`config.mk`:
```
export PLATFORM = sky130hd
export DESIGN_NAME = vec_mac_accumulator_flat
export DESIGN_NICKNAME = d
export VERILOG_FILES = /design/src/rtl/vec_mac_accumulator_if.sv /design/src/rtl/vec_mac_accumulator.sv /design/src/flat_wrapper.sv
export SDC_FILE = /design/constraint.sdc
export NUM_CORES = 1
export LEC_CHECK = 0
export BUFFER_PORTS_ARGS = -buffer_cell sky130_fd_sc_hd__buf_2
export CAP_MARGIN = 30
export CELL_PAD_IN_SITES_DETAIL_PLACEMENT = 0
export CELL_PAD_IN_SITES_GLOBAL_PLACEMENT = 1
export CORE_MARGIN = 5
export CORE_UTILIZATION = 46
export CTS_BUF_LIST = sky130_fd_sc_hd__clkbuf_2
export CTS_CLUSTER_SIZE = 20
export DETAILED_ROUTE_END_ITERATION = 10
export GPL_ROUTABILITY_DRIVEN = 0
export GPL_TIMING_DRIVEN = 0
export PLACE_DENSITY_LB_ADDON = 0.1
export SLEW_MARGIN = 20
export SYNTH_ARGS = -nofsm -noshare
export SYNTH_HDL_FRONTEND = slang
export SYNTH_SLANG_ARGS = --single-unit
```
`constraint.sdc`:
```
create_clock -name clk -period 5.9 [get_ports clk]
set_input_delay 1.18 -clock clk [delete_from_list [all_inputs] [get_ports clk]]
set_output_delay 1.18 -clock clk [all_outputs]
set_load 0.005 [all_outputs]
```
`src/rtl/vec_mac_accumulator_if.sv`:
```
// Handshake bundle for the vector dot-product accumulate stage.
// master drives beats/commands and consumes results; slave is the accumulator.
interface vec_mac_accumulator_if #(
    parameter int LANES = 4,
    parameter int ACC_W = 16,
    parameter int LEN_W = 8
) ();
    logic                   start;
    logic [LEN_W-1:0]       vlen;
    logic [LANES*8-1:0]     prod;
    logic                   in_valid;
    logic                   in_ready;
    logic [ACC_W-1:0]       acc_out;
    logic                   out_valid;
    logic                   out_ready;
    logic                   busy;
    logic                   sat_flag;

    modport master (
        output start, vlen, prod, in_valid, out_ready,
        input  in_ready, acc_out, out_valid, busy, sat_flag
    );

    modport slave (
        input  start, vlen, prod, in_valid, out_ready,
        output in_ready, acc_out, out_valid, busy, sat_flag
    );
endinterface

```
`src/rtl/vec_mac_accumulator.sv`:
```
// Accumulate stage of the vector dot-product: reduces LANES signed 8-bit products per beat
// over vlen beats. Define SAT_ACC_EN to clamp each addition instead of wrapping.
module vec_mac_accumulator #(
    parameter int LANES = 4,
    parameter int ACC_W = 16,
    parameter int LEN_W = 8
) (
    input  logic                  clk,
    input  logic                  rst,
    vec_mac_accumulator_if.slave  bus
);
    localparam int LS_W = 8 + $clog2(LANES);

    typedef enum logic [1:0] {
        IDLE  = 2'd0,
        ACCUM = 2'd1,
        HOLD  = 2'd2
    } state_t;

    state_t                  state_reg, state_next;
    logic signed [ACC_W-1:0] acc_reg, acc_next;
    logic [LEN_W-1:0]        count_reg, count_next;

    logic signed [LS_W-1:0]  lane_ext [LANES];
    logic signed [LS_W-1:0]  lane_sum;
    logic signed [ACC_W-1:0] sum_res;
    logic                    beat_acc;
    logic                    start_acc;

    assign beat_acc  = (state_reg == ACCUM) && bus.in_valid;
    assign start_acc = (state_reg == IDLE) && bus.start;

    generate
        for (genvar gi = 0; gi < LANES; gi++) begin : g_lane
            assign lane_ext[gi] = LS_W'($signed(bus.prod[8*gi +: 8]));
        end
    endgenerate

    // LS_W is wide enough that the lane reduction itself can never overflow.
    always_comb begin
        lane_sum = '0;
        for (int i = 0; i < LANES; i++) begin
            lane_sum = lane_sum + lane_ext[i];
        end
    end

`ifdef SAT_ACC_EN
    localparam logic signed [ACC_W-1:0] ACC_MAX = {1'b0, {(ACC_W-1){1'b1}}};
    localparam logic signed [ACC_W-1:0] ACC_MIN = {1'b1, {(ACC_W-1){1'b0}}};

    logic signed [ACC_W:0] sum_wide;
    logic                  sum_ovf;
    logic                  sat_reg, sat_next;

    always_comb begin
        sum_wide = (ACC_W+1)'(acc_reg) + (ACC_W+1)'(lane_sum);
        // The two top bits disagree exactly when the sum left the ACC_W range.
        sum_ovf  = sum_wide[ACC_W] != sum_wide[ACC_W-1];
        if (sum_ovf) begin
            sum_res = sum_wide[ACC_W] ? ACC_MIN : ACC_MAX;
        end else begin
            sum_res = sum_wide[ACC_W-1:0];
        end
    end

    always_comb begin
        sat_next = sat_reg;
        if (start_acc) begin
            sat_next = 1'b0;
        end else if (beat_acc && sum_ovf) begin
            sat_next = 1'b1;
        end
    end

    always_ff @(posedge clk or posedge rst) begin
        if (rst) begin
            sat_reg <= 1'b0;
        end else begin
            sat_reg <= sat_next;
        end
    end

    assign bus.sat_flag = sat_reg;
`else
    assign sum_res      = acc_reg + ACC_W'(lane_sum);
    assign bus.sat_flag = 1'b0;
`endif

    always_comb begin
        state_next = state_reg;
        acc_next   = acc_reg;
        count_next = count_reg;
        case (state_reg)
            IDLE: begin
                if (start_acc) begin
                    acc_next = '0;
                    if (bus.vlen != '0) begin
                        count_next = bus.vlen;
                        state_next = ACCUM;
                    end else begin
                        state_next = HOLD;
                    end
                end
            end
            ACCUM: begin
                if (beat_acc) begin
                    acc_next   = sum_res;
                    count_next = count_reg - LEN_W'(1);
                    if (count_reg == LEN_W'(1)) begin
                        state_next = HOLD;
                    end
                end
            end
            HOLD: begin
                if (bus.out_ready) begin
                    state_next = IDLE;
                end
            end
            default: state_next = IDLE;
        endcase
    end

    always_ff @(posedge clk or posedge rst) begin
        if (rst) begin
            state_reg <= IDLE;
            acc_reg   <= '0;
            count_reg <= '0;
        end else begin
            state_reg <= state_next;
            acc_reg   <= acc_next;
            count_reg <= count_next;
        end
    end

    assign bus.in_ready  = (state_reg == ACCUM);
    assign bus.out_valid = (state_reg == HOLD);
    assign bus.busy      = (state_reg != IDLE);
    assign bus.acc_out   = acc_reg;
endmodule

```
`src/flat_wrapper.sv`:
```
// flat-port wrapper written by rule: the top's interface ports become plain ports
module vec_mac_accumulator_flat 
#(
    parameter int LANES = 4,
    parameter int ACC_W = 16,
    parameter int LEN_W = 8
)
  (clk, rst, bus_start, bus_vlen, bus_prod, bus_in_valid, bus_out_ready, bus_in_ready, bus_acc_out, bus_out_valid, bus_busy, bus_sat_flag);
  vec_mac_accumulator_if #(.LANES(LANES), .ACC_W(ACC_W), .LEN_W(LEN_W)) bus_i ();
  input  logic clk;
  input  logic rst;
  input wire logic [$bits(bus_i.start)-1:0] bus_start;
  input wire logic [$bits(bus_i.vlen)-1:0] bus_vlen;
  input wire logic [$bits(bus_i.prod)-1:0] bus_prod;
  input wire logic [$bits(bus_i.in_valid)-1:0] bus_in_valid;
  input wire logic [$bits(bus_i.out_ready)-1:0] bus_out_ready;
  output wire logic [$bits(bus_i.in_ready)-1:0] bus_in_ready;
  output wire logic [$bits(bus_i.acc_out)-1:0] bus_acc_out;
  output wire logic [$bits(bus_i.out_valid)-1:0] bus_out_valid;
  output wire logic [$bits(bus_i.busy)-1:0] bus_busy;
  output wire logic [$bits(bus_i.sat_flag)-1:0] bus_sat_flag;
  assign bus_i.start = bus_start;
  assign bus_i.vlen = bus_vlen;
  assign bus_i.prod = bus_prod;
  assign bus_i.in_valid = bus_in_valid;
  assign bus_i.out_ready = bus_out_ready;
  assign bus_in_ready = bus_i.in_ready;
  assign bus_acc_out = bus_i.acc_out;
  assign bus_out_valid = bus_i.out_valid;
  assign bus_busy = bus_i.busy;
  assign bus_sat_flag = bus_i.sat_flag;
  vec_mac_accumulator #(.LANES(LANES), .ACC_W(ACC_W), .LEN_W(LEN_W)) u_core (.clk(clk), .rst(rst), .bus(bus_i));
endmodule
```
Yosys cells after proc, flatten, opt, wreduce, memory -nomap -nowiden
Index checks and enable logic that the tools add are counted.
{ "word_totals": {"reg_bits": 26, "input_bits": 45, "output_inout_bits": 20, "word_cells": 38} }
{ "op_classes": {"add_sub_neg": 5, "n_eq_ne": 8, "muxes": 13, "reduce_logical": 9} }
{ "op_table": {"columns": ["cell", "count"], "rows": [
  ["16-bit 2-to-1 mux", 2],
  ["16-bit one-hot mux with 2 select lines", 1],
  ["8-bit 2-to-1 mux", 3],
  ["16-bit by 10-bit adder with 16-bit output", 1],
  ["8-bit one-hot mux with 2 select lines", 1],
  ["10-bit by 8-bit adder with 10-bit output", 1],
  ["9-bit by 8-bit adder with 10-bit output", 1],
  ["2-bit 2-to-1 mux", 5],
  ["8-bit by 8-bit adder with 9-bit output", 1],
  ["8-bit by 1-bit equality test with 1-bit output, second input constant", 1],
  ["4-bit AND reduction", 2],
  ["8-bit nonzero test", 1],
  ["8-bit by 1-bit subtractor with 8-bit output, second input constant", 1],
  ["2-bit by 1-bit inequality test with 1-bit output, second input constant", 3],
  ["2-bit one-hot mux with 3 select lines", 1],
  ["2-bit inequality test, second input constant", 2],
  ["2-bit nonzero test", 2],
  ["3-bit AND reduction", 1],
  ["2-bit by 1-bit equality test with 1-bit output, second input constant", 1],
  ["2-bit equality test, second input constant", 1],
  ["1-bit logical AND", 2],
  ["2-bit zero test", 1]
]} }

Longest topological paths before layout
Gate-level depths: netlist (run 1).
{ "depth": {"depth_word": 6, "mapped_depth": 15, "mapped_depth_nobuf": 15} }

Worst setup path after synthesis (run 1)
No wires, ideal clock.
{ "synth_timing": {"kind": "input port to flip-flop", "start": "input port bus_prod[1]", "end": "register u_core.acc_reg[15], in the netlist u_core.bus.acc_out[15]", "setup_ns": 0.128, "t_arrival_ns": 4.343, "required_time_ns": 5.772, "setup_slack_ns": 1.429, "path_stages": 14, "path_buffers": 0, "path_cell_list": "inv_1 fa_1 fa_1 fa_1 inv_1 ha_1 fa_1 a21oi_1 o221a_4 o21ba_4 o21ai_2 xnor2_1 a21oi_1 o22ai_1"} }
{ "synth_between": {"elab_chain_len": 6} }
{ "synth_rtl": {"columns": ["item", "line_no", "text"], "rows": [
  ["from (decl)", "flat_wrapper.sv:14", "input wire logic [$bits(bus_i.prod)-1:0] bus_prod;"],
  ["8-bit by 8-bit adder with 9-bit output", "vec_mac_accumulator.sv:43", "lane_sum = lane_sum + lane_ext[i];"],
  ["9-bit by 8-bit adder with 10-bit output", "vec_mac_accumulator.sv:43", null],
  ["10-bit by 8-bit adder with 10-bit output", "vec_mac_accumulator.sv:43", null],
  ["16-bit by 10-bit adder with 16-bit output", "vec_mac_accumulator.sv:85", "assign sum_res = acc_reg + ACC_W'(lane_sum);"],
  ["16-bit 2-to-1 mux", "vec_mac_accumulator.sv:106", "if (beat_acc) begin"],
  ["16-bit one-hot mux with 2 select lines", "vec_mac_accumulator.sv:93", "case (state_reg)"],
  ["to (signal assigned)", "vec_mac_accumulator.sv:130", "acc_reg <= acc_next;"],
  ["to (decl)", "vec_mac_accumulator.sv:21", "logic signed [ACC_W-1:0] acc_reg, acc_next;"]
]} }
Every way passes these cells. The select of a mux whose other input is x is not followed.
A chain may end at the register's enable or synchronous reset.

Worst setup path in the final report (run 1)
Same ends and word-level chain as after synthesis.

==> flow_results.org, run 1 <==
** Logic synthesis
- Unique masters post-synth :: 46
- Biggest area consumer among synthesized cells :: sky130_fd_sc_hd__dfrtp_1
- Yosys mapped a number of flops with a built-in enable equal to 0.
- Yosys instantiated no cell more often than sky130_fd_sc_hd__inv_1.
- Part of the Yosys area used for sequential elements :: 0.234
- By area the synthesized netlist is led by sky130_fd_sc_hd__dfrtp_1, sky130_fd_sc_hd__fa_1, sky130_fd_sc_hd__inv_1, sky130_fd_sc_hd__ha_1, sky130_fd_sc_hd__a22o_1.
- After technology mapping, the gate count stands at 302.
- The share of synthesized area in the top cell type comes to 0.234.
- After synthesis, the share of flip-flops with an asynchronous set or reset is 1.00.
- Register bit total from synthesis :: 26
- A synthesized cell averages 9.19 sq um.
- The Yosys step of the flow raised 0 warnings.
- Number of nets produced by synthesis :: 397
- After synthesis the cells add up to 2780 sq um.
- Counting instances in the post-synthesis netlist gives the leading cell types as sky130_fd_sc_hd__inv_1, sky130_fd_sc_hd__fa_1, sky130_fd_sc_hd__dfrtp_1, sky130_fd_sc_hd__a21oi_1, sky130_fd_sc_hd__ha_1.
- In the synthesized netlist the dominant register cell turns out to be sky130_fd_sc_hd__dfrtp_1.

** Timing
- For the pin with the worst max-slew slack, the measured transition is 0.588 ns.
- In the finished design, the share of the clock period the worst path needs comes to 0.744.
- The final hold violation count is 0.
- Max transition margin :: 0.604
- Final setup violating endpoints :: 0
- Final critical path time including I/O delays and setup :: between 4 and 5 ns
- Max Fclk :: between 200 and 250 MHz
- Setup repair after global routing left no endpoint under its margin.
- Setup total negative slack on the finished layout was measured at 0 ns.
- The total count of max-transition violations in the final report came to 0.
- Final Skew :: a little under 0.006 ns
- Post-Route Hold Slack :: 0.557 ns

** Status
- The flow ran to the end, and the final reports show no timing, DRC or antenna violations.

** Clocking
- Resized Gates After CTS :: 0
- Clock buffer count from CTS :: 3
- Clock tree buffer depth :: 2
- Setup repair bufs after CTS :: 0
- Clock-pin slew reported for the worst setup and hold paths after clock tree synthesis :: 0.25 ns
- The later pin in the worst-skew pair is clocked with a latency of 0.36 ns.
- Clock root buffer :: sky130_fd_sc_hd__clkbuf_2
- TritonCTS built the clock tree.
- CTS saw 26 sinks.
- Number of hold buffers added after CTS :: 0
- Number of levels the H-tree was split into :: 1

** Placement
- The HPWL after detailed placement is between 4000 and 5000 um.
- Area after detailed placement :: 3210 sq um
- Input and output buffers added on the ports amount to between 60 and 70.

** Die
- The die is around 88 um wide.
- The initial utilization of the core area, before any placement, comes to 0.472.
- Number of rows created at floorplan :: 28
- Pin placement for this block handled 65 I/O pins.
- Die Y-Extent :: 87.7 um
- The floorplan step defined a die boundary enclosing slightly below 8000 sq um.
- Area of the placeable core :: about 5900 sq um

** Finish
- Number of flip-flops under the largest register name :: 16
- Fill cell total of the finished layout :: between 500 and 600
- 0 antenna diodes ended up in the layout.
- Compared with the post-synthesis result, the final layout area differs by 17.3%.
- Summing all non-filler instances in the final layout gives an area of 3260 sq um.
- Layout Nets :: between 400 and 500
- Of the cells placed in the final design, the portion with a size suffix greater than 1 is 0.232.

** GRT
- Wire length of the first global-routing pass :: 9480 um
- The number of antenna violations at the first check in global routing came to 0.
- GR Util All Layers :: 0.153
- Vias in the first global route :: 2080
- Largest net degree at the start of global routing :: 17
- After global routing the overflow that remains totals 0.

** Critical path
- Nature of the critical path startpoint :: primary input
- The worst register-to-register path ends at u_core.bus.acc_out[15].
- Largest fanout of any net on the critical path :: 3
- Data arrives at the worst endpoint at 4.70 ns.
- STA classifies the critical path endpoint as a flop.
- For the worst flop-to-flop path, the logic depth is 12.
- In this run the critical register-to-register path is launched from u_core.bus.acc_out[1].
- Required time of the critical path :: 6.21 ns
- In this run the register-to-register setup slack is 2.94 ns.
- Tracing the worst setup path back leads to its startpoint at bus_prod[1].
- Type of the worst setup path :: primary input to flop

** Detailed routing
- The routed design uses 313 um of met3 wire.
- The final route contains between 2000 and 2500 vias.
- Antenna Nets Post-Route :: 0
- In the routed design, unresolved DRC markers number 0.
- Wl on met1 :: 2530 um
- First-pass detailed-route iteration total :: 4
- In this run, the number of DRC markers left after iteration 0 of detailed routing was 86.
- After detailed routing, no signal wire sits above met4.
- Via count normalized by instance count :: 4.88
- Met2 wirelength from detailed routing :: 2670 um
- Routed len/inst :: 12.6 um
- After detailed routing, the total wire length is 5590 um.

** Power
- The analysis attributes to cell leakage a power of 1.77 nW.
- Peak supply drop :: ~380 uV
- Power density over cell area :: 505 nW/um^2

** Run
- Number of maximum-capacitance violations :: 0

** Min path
- Worst Hold Launch :: u_core.count_reg[1]
- Hold crit path type :: flop to flop
- Along the worst hold path, the cell count comes to 2.
- The worst hold path terminates at u_core.count_reg[1].
area by class of cell:
type,count,area (sq um),share of cell area
plain buffers,8,50.0,0.0154
clock buffers,3,15.0,0.00461
clock inverters,1,30.0,0.00922
inverters,77,289,0.0887
multi-input cells,191,1790,0.548
flip-flops and latches,26,651,0.200
well taps,75,93.8,0.0288
repair buffers,64,343,0.105
routing by layer:
metal,track usage,vias up
li1,-,1110
met1,0.215,1013
met2,0.250,44
met3,0.0169,6
met4,0.0446,0
met5,0,-
worst max path at each step:
| stage | endpoint | slack (ns) | cells past startpoint |
|---|---|---|---|
| after floorplan | u_core.bus.acc_out[15] | 1.43 | 14 |
| after global placement | u_core.bus.acc_out[15] | 1.12 | 12 |
| after detailed placement | u_core.bus.acc_out[15] | 1.07 | 12 |
| after CTS | u_core.bus.acc_out[15] | 1.48 | 12 |
| after global routing | u_core.bus.acc_out[15] | 1.32 | 12 |
| final | u_core.bus.acc_out[15] | 1.51 | 15 |
critical path, cell delays in order:
cell	delay (ns)
sky130_fd_sc_hd__buf_2	0.07
sky130_fd_sc_hd__inv_1	0.04
sky130_fd_sc_hd__fa_1	0.56
sky130_fd_sc_hd__fa_1	0.44
sky130_fd_sc_hd__fa_1	0.51
sky130_fd_sc_hd__inv_1	0.04
sky130_fd_sc_hd__ha_1	0.22
sky130_fd_sc_hd__fa_1	0.41
sky130_fd_sc_hd__a21oi_1	0.26
sky130_fd_sc_hd__o221a_4	0.25
sky130_fd_sc_hd__o21ba_4	0.18
sky130_fd_sc_hd__o21ai_2	0.07
sky130_fd_sc_hd__xnor2_1	0.24
sky130_fd_sc_hd__a21oi_1	0.10
sky130_fd_sc_hd__o22ai_1	0.13
cell families after synthesis:
group	Yosys count	synth area share
buf+inv	85	0.122
compound gates	74	0.196
fa+ha+maj	50	0.309
simple gates	50	0.0856
flops	26	0.234
xor+xnor	14	0.0442
mux	2	0.00721
other cells	1	0.00135
power by group:
| group | total [W] | switching (W) | internal [W] |
|---|---|---|---|
| Clock | 0.000114 | 0.0000560 | 0.0000583 |
| Sequential | 0.000313 | 0.0000649 | 0.000248 |
| Combinational | 0.00122 | 0.000657 | 0.000560 |
placed cells by master, fill, tap and decap left out, drive strengths merged, types with 2 or more instances in the layout:
master  Yosys  routed
a211oi      2       2
a21o        4       4
a21oi      22      22
a22o       13      13
a31oi       2       2
buf         8      72
clkbuf      0       3
dfrtp      26      26
fa         31      31
ha         19      19
inv        77      77
mux2i       2       2
nand2      15      15
nand2b      2       2
nand4       4       4
nor2       17      17
nor3        5       5
nor3b       2       2
nor4        2       2
o21ai      15      15
o21bai      2       2
o22a        2       2
o22ai       2       2
o31ai       2       2
or2         2       2
xnor2      11      11
xor2        3       3
stage by stage:
step	std cells	setup WS, ns	util	total power (W)
after floorplan	302	1.43	-	0.00128
after global placement	440	1.12	0.541	0.00153
after detailed placement	441	1.07	0.546	0.00155
after CTS	445	1.48	0.554	0.00166
after global routing	445	1.32	0.554	0.00183
final	445	1.51	0.554	0.00164
No activity file was read; power rests on OpenSTA's default activity.
==> run 2, diff against run 1 <==
Settings changed: CORE_UTILIZATION 46 to 42.
Clock period 5.9 ns to 4.33 ns, I/O delays scaled along.
==> flow_results.org, run 2 (synthesized netlist as in run 1, its figures left out) <==
** Power
- The design internal power was 0.00118 W (was 0.000867 W).
- The clock share of power was 0.071 (was 0.070).
- The net switching power figure is 0.00107 W (was 0.000778 W).
- Peak supply drop :: 283 uV (was 379 uV)
- The total power per unit cell area is 691 nW/um^2 (was 505 nW/um^2).
- The cell leakage power came to 1.76 nW (was 1.77 nW).
- Part of the power in combinational logic :: 0.741 (was 0.740)
- The sequential cell fraction of total power came to 0.188 (was 0.190).
- The switching power share of the total came to 0.474 (was 0.473).

** Critical path
- The element type at the critical path start is a primary input (unchanged).
- The worst endpoint required time was 4.64 ns (was 6.21 ns).
- The endpoint kind of the worst setup timing path was a flop (unchanged).
- The biggest fanout along the worst timing path is 8 (was 3).
- Critical path arrival :: 4.33 ns (was 4.70 ns)
- The type of the worst setup path is primary input to flop (unchanged).

** Placement
- The count of placed standard cells including taps is 443 (was 441).
- HPWL reported at the end of detailed placement :: 4770 um (was 4730 um)
- The worst setup slack before clock tree synthesis is -0.147 ns (was 1.07 ns).
- I/O Buffers :: 63 (unchanged)
- The cell area after placement was 3200 sq um (was 3210 sq um).

** Detailed routing
- Via count of the routed design :: 2181 (was 2173)
- The uppermost layer routed is met4 (unchanged).
- The post-detailed-route DRC marker count came to 0 (unchanged).
- The met3 wirelength from detailed routing is 252 um (was 313 um).
- First-pass detailed-route iteration total :: 4 (unchanged)
- The average via count per standard cell was 4.88 (about the same).
- Routed len/inst :: 12.8 um (was 12.6 um)
- The routed wire length was 5720 um (was 5590 um).
- The post-route met1 wirelength was 2620 um (was 2530 um).
- Antenna Nets Post-Route :: 0 (unchanged)
- The detailed router's first-iteration violation count came to 60 (was 86).
- The met2 wirelength from detailed routing came to 2810 um (was 2670 um).

** Timing
- Post-Route Setup TNS :: 0 ns (unchanged)
- Dividing the final minimum period by the clock period gives 0.928.
- The total count of max-transition violations in the final report is 0 (unchanged).
- Max transition margin :: 0.624 (was 0.604)
- The setup violation total in the final timing report is 0 (unchanged).
- RSZ-0062 raised after global routing :: no (unchanged)
- Max Fclk :: 249 MHz
- Setup slack of the critical path after layout :: 0.313 ns (was 1.51 ns)
- The slew at the pin with the worst max-slew slack was 0.559 ns (was 0.588 ns).
- Final Hold Fails :: 0 (unchanged)
- Final critical path time including I/O delays and setup :: 4.02 ns
- The clock skew was 0.00802 ns (was 0.00595 ns).

** Finish
- Commonest non-fill, non-tap cells in the layout :: sky130_fd_sc_hd__inv_1, sky130_fd_sc_hd__buf_2, sky130_fd_sc_hd__fa_1, sky130_fd_sc_hd__dfrtp_1, sky130_fd_sc_hd__a21oi_1 (unchanged)
- The number of nets at the end of the flow came to 466 (unchanged).
- Synthesis-to-layout area growth :: 17.0% (was 17.3%)
- The commonest non-fill, non-tap cell in the layout was sky130_fd_sc_hd__inv_1 (unchanged).
- The number of flip-flops under the largest register name came to 16 (unchanged).
- Final standard cell count with taps included and fillers excluded :: 447 (was 445)
- Post-Route Utilization :: 0.509 (was 0.554)
- Antenna fix cells :: 0 (unchanged)
- Share of cells above drive strength 1 :: 0.232 (unchanged)
- Finished Cell Area :: 3250 sq um (was 3260 sq um)

** Die
- The height of the die came to 91.3 um (was 87.7 um).
- The boundary pin count is 65 (unchanged).
- Initial cell density of the core :: 0.435 (was 0.472)
- Die X-Extent :: 91.3 um (was 87.7 um)
- The floorplan die area is 8340 sq um (was 7690 sq um).
- The core area was 6390 sq um (was 5890 sq um).
- Number of rows created at floorplan :: 29 (was 28)

** GRT
- The pin count of the biggest net entering global routing came to 18 (was 17).
- Residual overflow from global routing :: 0 (unchanged)
- GR Util All Layers :: 0.142 (was 0.153)
- Vias in the first global route :: 2183 (was 2080)
- Wire length of the first global-routing pass :: 10000 um (was 9480 um)
- The number of antenna violations at the first check in global routing is 0 (unchanged).

** Clocking
- The maximum buffer depth of the clock tree came to 2 (unchanged).
- The number of setup buffers added after CTS is 0 (unchanged).
- The CTS sink count was 26 (unchanged).
- Clock root buffer :: sky130_fd_sc_hd__clkbuf_2 (unchanged)
- Resized Gates After CTS :: 0 (unchanged)
- The register clock-pin slew on the reported worst setup and hold paths was 0.27 ns (was 0.25 ns).
- Number of levels the H-tree was split into :: 1 (unchanged)
- Latest clock arrival within the worst-skew pair :: 0.37 ns (was 0.36 ns)
- The number of clock buffers inserted by TritonCTS is 3 (unchanged).
- The number of buffers inserted by hold repair at cts is 0 (unchanged).
- TritonCTS clock tree :: built (unchanged)

** Run
- The number of maximum-capacitance constraint violations was 0 (unchanged).

** Status
- Outcome: finished clean (unchanged).

** Min path
- Hold crit path type :: primary input to async pin (was flop to flop)
-- run 2: routing by layer --
layer	track usage	up-vias
met5	0	-
met4	0.0257	0
met3	0.0215	2
met2	0.243	43
met1	0.193	1025
li1	-	1111
-- run 2: worst paths after layout --
path                            depth (start not counted)                      to  slack (ns)                   from
worst max-delay path                                   12  u_core.bus.acc_out[14]        0.31            bus_prod[7]
worst min-delay path                                    2   u_core.bus.acc_out[0]        0.42                    rst
worst max register to register                         12  u_core.bus.acc_out[15]        1.41  u_core.bus.acc_out[1]
worst min register to register                          2     u_core.count_reg[1]        0.55    u_core.count_reg[1]
max in group asynchronous                               3  u_core.bus.acc_out[14]        3.43                    rst
min in group clk                                        2     u_core.count_reg[1]        0.55    u_core.count_reg[1]
-- run 2: area by class of cell --
class	instances	area (sq um)
Fill cell	638	3140
Clock buffer	3	15.0
Tap cell	77	96.3
Sequential cell	26	651
Clock inverter	1	30.0
Buffer	8	50.0
Multi-Input combinational cell	191	1790
Timing Repair Buffer	64	330
Inverter	77	289
-- run 2: critical path, stage by stage --
cell and delay [ns]:
sky130_fd_sc_hd__buf_2 0.11, sky130_fd_sc_hd__fa_1 0.51, sky130_fd_sc_hd__fa_1 0.89, sky130_fd_sc_hd__fa_1 0.52, sky130_fd_sc_hd__ha_1 0.41, sky130_fd_sc_hd__nand2_1 0.09
sky130_fd_sc_hd__nand2_1 0.10, sky130_fd_sc_hd__a21o_1 0.19, sky130_fd_sc_hd__a211oi_1 0.23, sky130_fd_sc_hd__o21bai_1 0.10, sky130_fd_sc_hd__xnor2_1 0.14, sky130_fd_sc_hd__o31ai_2 0.17
-- run 2: power groups by stage --
stage / clock network [W] / registers [W] / logic [W]
floorplan: 0 / 0.000415 / 0.00133
global placement: 0 / 0.000430 / 0.00167
detailed placement: 0 / 0.000430 / 0.00167
CTS: 0.000167 / 0.000425 / 0.00169
global route: 0.000178 / 0.000439 / 0.00190
finish: 0.000160 / 0.000422 / 0.00166
-- run 2: stage by stage --
step,power [W],hold WS [ns]
floorplan,0.00174,0.471
global placement,0.00210,0.498
detailed placement,0.00210,0.504
CTS,0.00228,0.413
global route,0.00251,0.383
finish,0.00225,0.422
==> run 3, diff against run 2 <==
Settings changed: CORE_ASPECT_RATIO set to 1.75, RECOVER_POWER set to 100.
==> flow_results.org, run 3 (synthesized netlist as in run 1, its figures left out) <==
** Clocking
- The number of buffers inserted by hold repair at cts is 0 (unchanged).
- CTS sink cnt :: 26 (unchanged)
- Number of levels the H-tree was split into :: 1 (unchanged)
- The clock latency of the later-clocked register in the worst-skew pair came to 0.34 ns (was 0.37 ns).
- The number of setup buffers added after CTS came to 0 (unchanged).
- The register clock-pin slew on the reported worst setup and hold paths came to 0.24 ns (was 0.27 ns).
- The root buffer cell was sky130_fd_sc_hd__clkbuf_2 (unchanged).
- The clock tree from TritonCTS is built (unchanged).
- Clock buffer count from CTS :: 3 (unchanged)
- The maximum buffer depth of the clock tree is 2 (unchanged).
- The post-CTS resize count is 0 (unchanged).

** Die
- The initial standard-cell utilization of the core is 0.428 (was 0.435).
- Num ports :: 65 (unchanged)
- The cell row count was 39 (was 29).
- The core area was 6490 sq um (was 6390 sq um).
- Die Area :: 8400 sq um (was 8340 sq um)
- The width of the die came to 71.5 um (was 91.3 um).
- The height of the die was 118 um (was 91.3 um).

** Status
- Outcome :: finished clean (unchanged)

** GRT
- The fraction of met2 tracks used by global routing came to 0.296 (was 0.243).
- The wire length of the first global-routing pass came to 10600 um (was 10000 um).
- Met1 global-route usage :: 0.168 (was 0.193)
- The global-route track usage on met3 came to 0.0145 (was 0.0215).
- The busiest layer in global routing is met2 (unchanged).
- The number of antenna violations at the first check in global routing was 1 (was 0).
- The via count of the first global-routing pass is 2386 (was 2183).
- GR Util All Layers :: 0.153 (was 0.142)
- The total congestion overflow after global routing came to 0 (unchanged).
- The pin count of the biggest net entering global routing is 27 (was 18).

** Timing
- Transition time at the pin with the least slew margin :: 1.07 ns (was 0.559 ns)
- The setup violation total in the final timing report came to 0 (unchanged).
- The minimum setup slack in the final design came to 0.260 ns (was 0.313 ns).
- Max transition margin :: 0.285 (was 0.624)
- The final hold violation count is 0 (unchanged).
- The total count of max-transition violations in the final report is 0 (unchanged).
- The fmax is 246 MHz (was 249 MHz).
- Final critical path time including I/O delays and setup :: 4.07 ns (was 4.02 ns)
- RSZ-0062 raised after global routing :: no (unchanged)
- Post-Route Hold Slack :: 0.557 ns (was 0.422 ns)
- Share of the clock period used by the worst path after layout :: 0.940 (was 0.928)
- The clock skew is 0.00751 ns (was 0.00802 ns).

** Finish
- Layout Nets :: 465 (was 466)
- Final standard cell count with taps included and fillers excluded :: 451 (was 447)
- Share of cells above drive strength 1 :: 0.185 (was 0.232)
- The area added between synthesis and finish was 14.1% (was 17.0%).
- The final core area utilization is 0.488 (was 0.509).
- The commonest non-fill, non-tap cell in the layout is sky130_fd_sc_hd__inv_1 (unchanged).
- Number of flip-flops under the largest register name :: 16 (unchanged)
- Commonest non-fill, non-tap cells in the layout :: sky130_fd_sc_hd__inv_1, sky130_fd_sc_hd__buf_2, sky130_fd_sc_hd__fa_1, sky130_fd_sc_hd__dfrtp_1, sky130_fd_sc_hd__a21oi_1 (unchanged)

** Power
- The peak ir drop on the vdd network came to 352 uV (was 283 uV).
- The power consumption was 0.00214 W (was 0.00225 W).
- The total power per unit cell area was 676 nW/um^2 (was 691 nW/um^2).
- Leakage power figure :: 1.69 nW (was 1.76 nW)

** Placement
- Number of placed cells counting well taps :: 447 (was 443)
- Worst setup timing slack at the placement stage :: -0.157 ns (was -0.147 ns)
- HPWL reported at the end of detailed placement :: 5070 um (was 4770 um)
- The count of input and output buffers came to 63 (unchanged).

** Critical path
- Critical-path cell with the highest stage delay :: sky130_fd_sc_hd__fa_1 (unchanged)
- The element type at the critical path start was a primary input (unchanged).
- Cell chain of the critical path :: clkbuf_1 -> fa_1 -> fa_1 -> fa_1 -> ha_1 -> nand2_1 -> o21ai_0 -> or2_0 -> a31oi_4 -> xnor2_1 -> a22o_1 (was buf_2 -> fa_1 -> fa_1 -> fa_1 -> ha_1 -> nand2_1 -> nand2_1 -> a21o_1 -> a211oi_1 -> o21bai_1 -> xnor2_1 -> o31ai_2)
- The biggest fanout along the worst timing path came to 8 (unchanged).
- The worst endpoint required time came to 4.61 ns (was 4.64 ns).
- The critical path data arrival time came to 4.35 ns (was 4.33 ns).
- The endpoint kind of the worst setup timing path is a flop (unchanged).
- The cell seen most often among critical-path stages is sky130_fd_sc_hd__fa_1 (unchanged).
- Type of the worst setup path :: primary input to flop (unchanged)
- The critical path's largest stage delay was 0.89 ns (about the same).

** Detailed routing
- Via count of the routed design :: 2225 (was 2181)
- Routed len/inst :: 13.3 um (was 12.8 um)
- The routed wire length is 5990 um (was 5720 um).
- Number of design rule violations left after detail routing :: 0 (unchanged)
- The number of detailed-routing iterations run before antenna repair came to 4 (unchanged).
- DR iter-0 viols :: 67 (was 60)
- Antenna Nets Post-Route :: 0 (unchanged)
- The average via count per standard cell came to 4.93 (was 4.88).

** Run
- The number of maximum-capacitance constraint violations came to 0 (unchanged).

** Min path
- The path category of the worst min-delay check is flop to flop (was primary input to async pin).
[run 3: report_power, final]
part           switching (W)  leakage, nW  internal (W)
Combinational       0.000899         1.34      0.000727
Clock              0.0000717       0.0125     0.0000188
Sequential         0.0000857        0.333      0.000338
Total                0.00106         1.69       0.00108
[run 3: per-layer routing]
layer	vias to the layer above	routed length [um]
met1	1071	2180
met4	0	97
li1	1111	-
met2	39	3480
met5	-	0
met3	4	219
[run 3: worst max-delay path: cells and delay by family]
| kind | cells | cell delay (ns) |
|---|---|---|
| fa+ha+maj | 4 | 2.34 |
| xor+xnor | 1 | 0.14 |
| buf+inv | 1 | 0.09 |
| compound gates | 3 | 0.54 |
| simple gates | 2 | 0.36 |
[run 3: final timing paths]
kind / from / end / slack (ns) / depth (start not counted)
min reg2reg: u_core.count_reg[1] / u_core.count_reg[1] / 0.56 / 2
min in group asynchronous: rst / u_core.bus.acc_out[9] / 0.74 / 2
min: u_core.count_reg[1] / u_core.count_reg[1] / 0.56 / 2
max: bus_prod[7] / u_core.bus.acc_out[12] / 0.26 / 11
max in group asynchronous: rst / u_core.bus.acc_out[5] / 2.97 / 2
max reg2reg: u_core.bus.acc_out[1] / u_core.bus.acc_out[15] / 1.41 / 12
[run 3: metrics by stage]
stage          TNS (ns)  instance area (sq um)
5_1_grt               0                   3170
3_5_place_dp     -0.605                   3190
2_1_floorplan         0                   2780
6_report              0                   3170
4_1_cts               0                   3210
3_3_place_gp     -0.507                   3190
[run 3: area by class of cell]
class | count | area [sq um]
clock buffers | 3 | 15.0
repair buffers | 63 | 304
diodes | 1 | 2.50
inverters | 77 | 289
well taps | 82 | 103
plain buffers | 8 | 37.5
multi-input cells | 191 | 1770
fillers | 666 | 3320
flip-flops and latches | 26 | 651
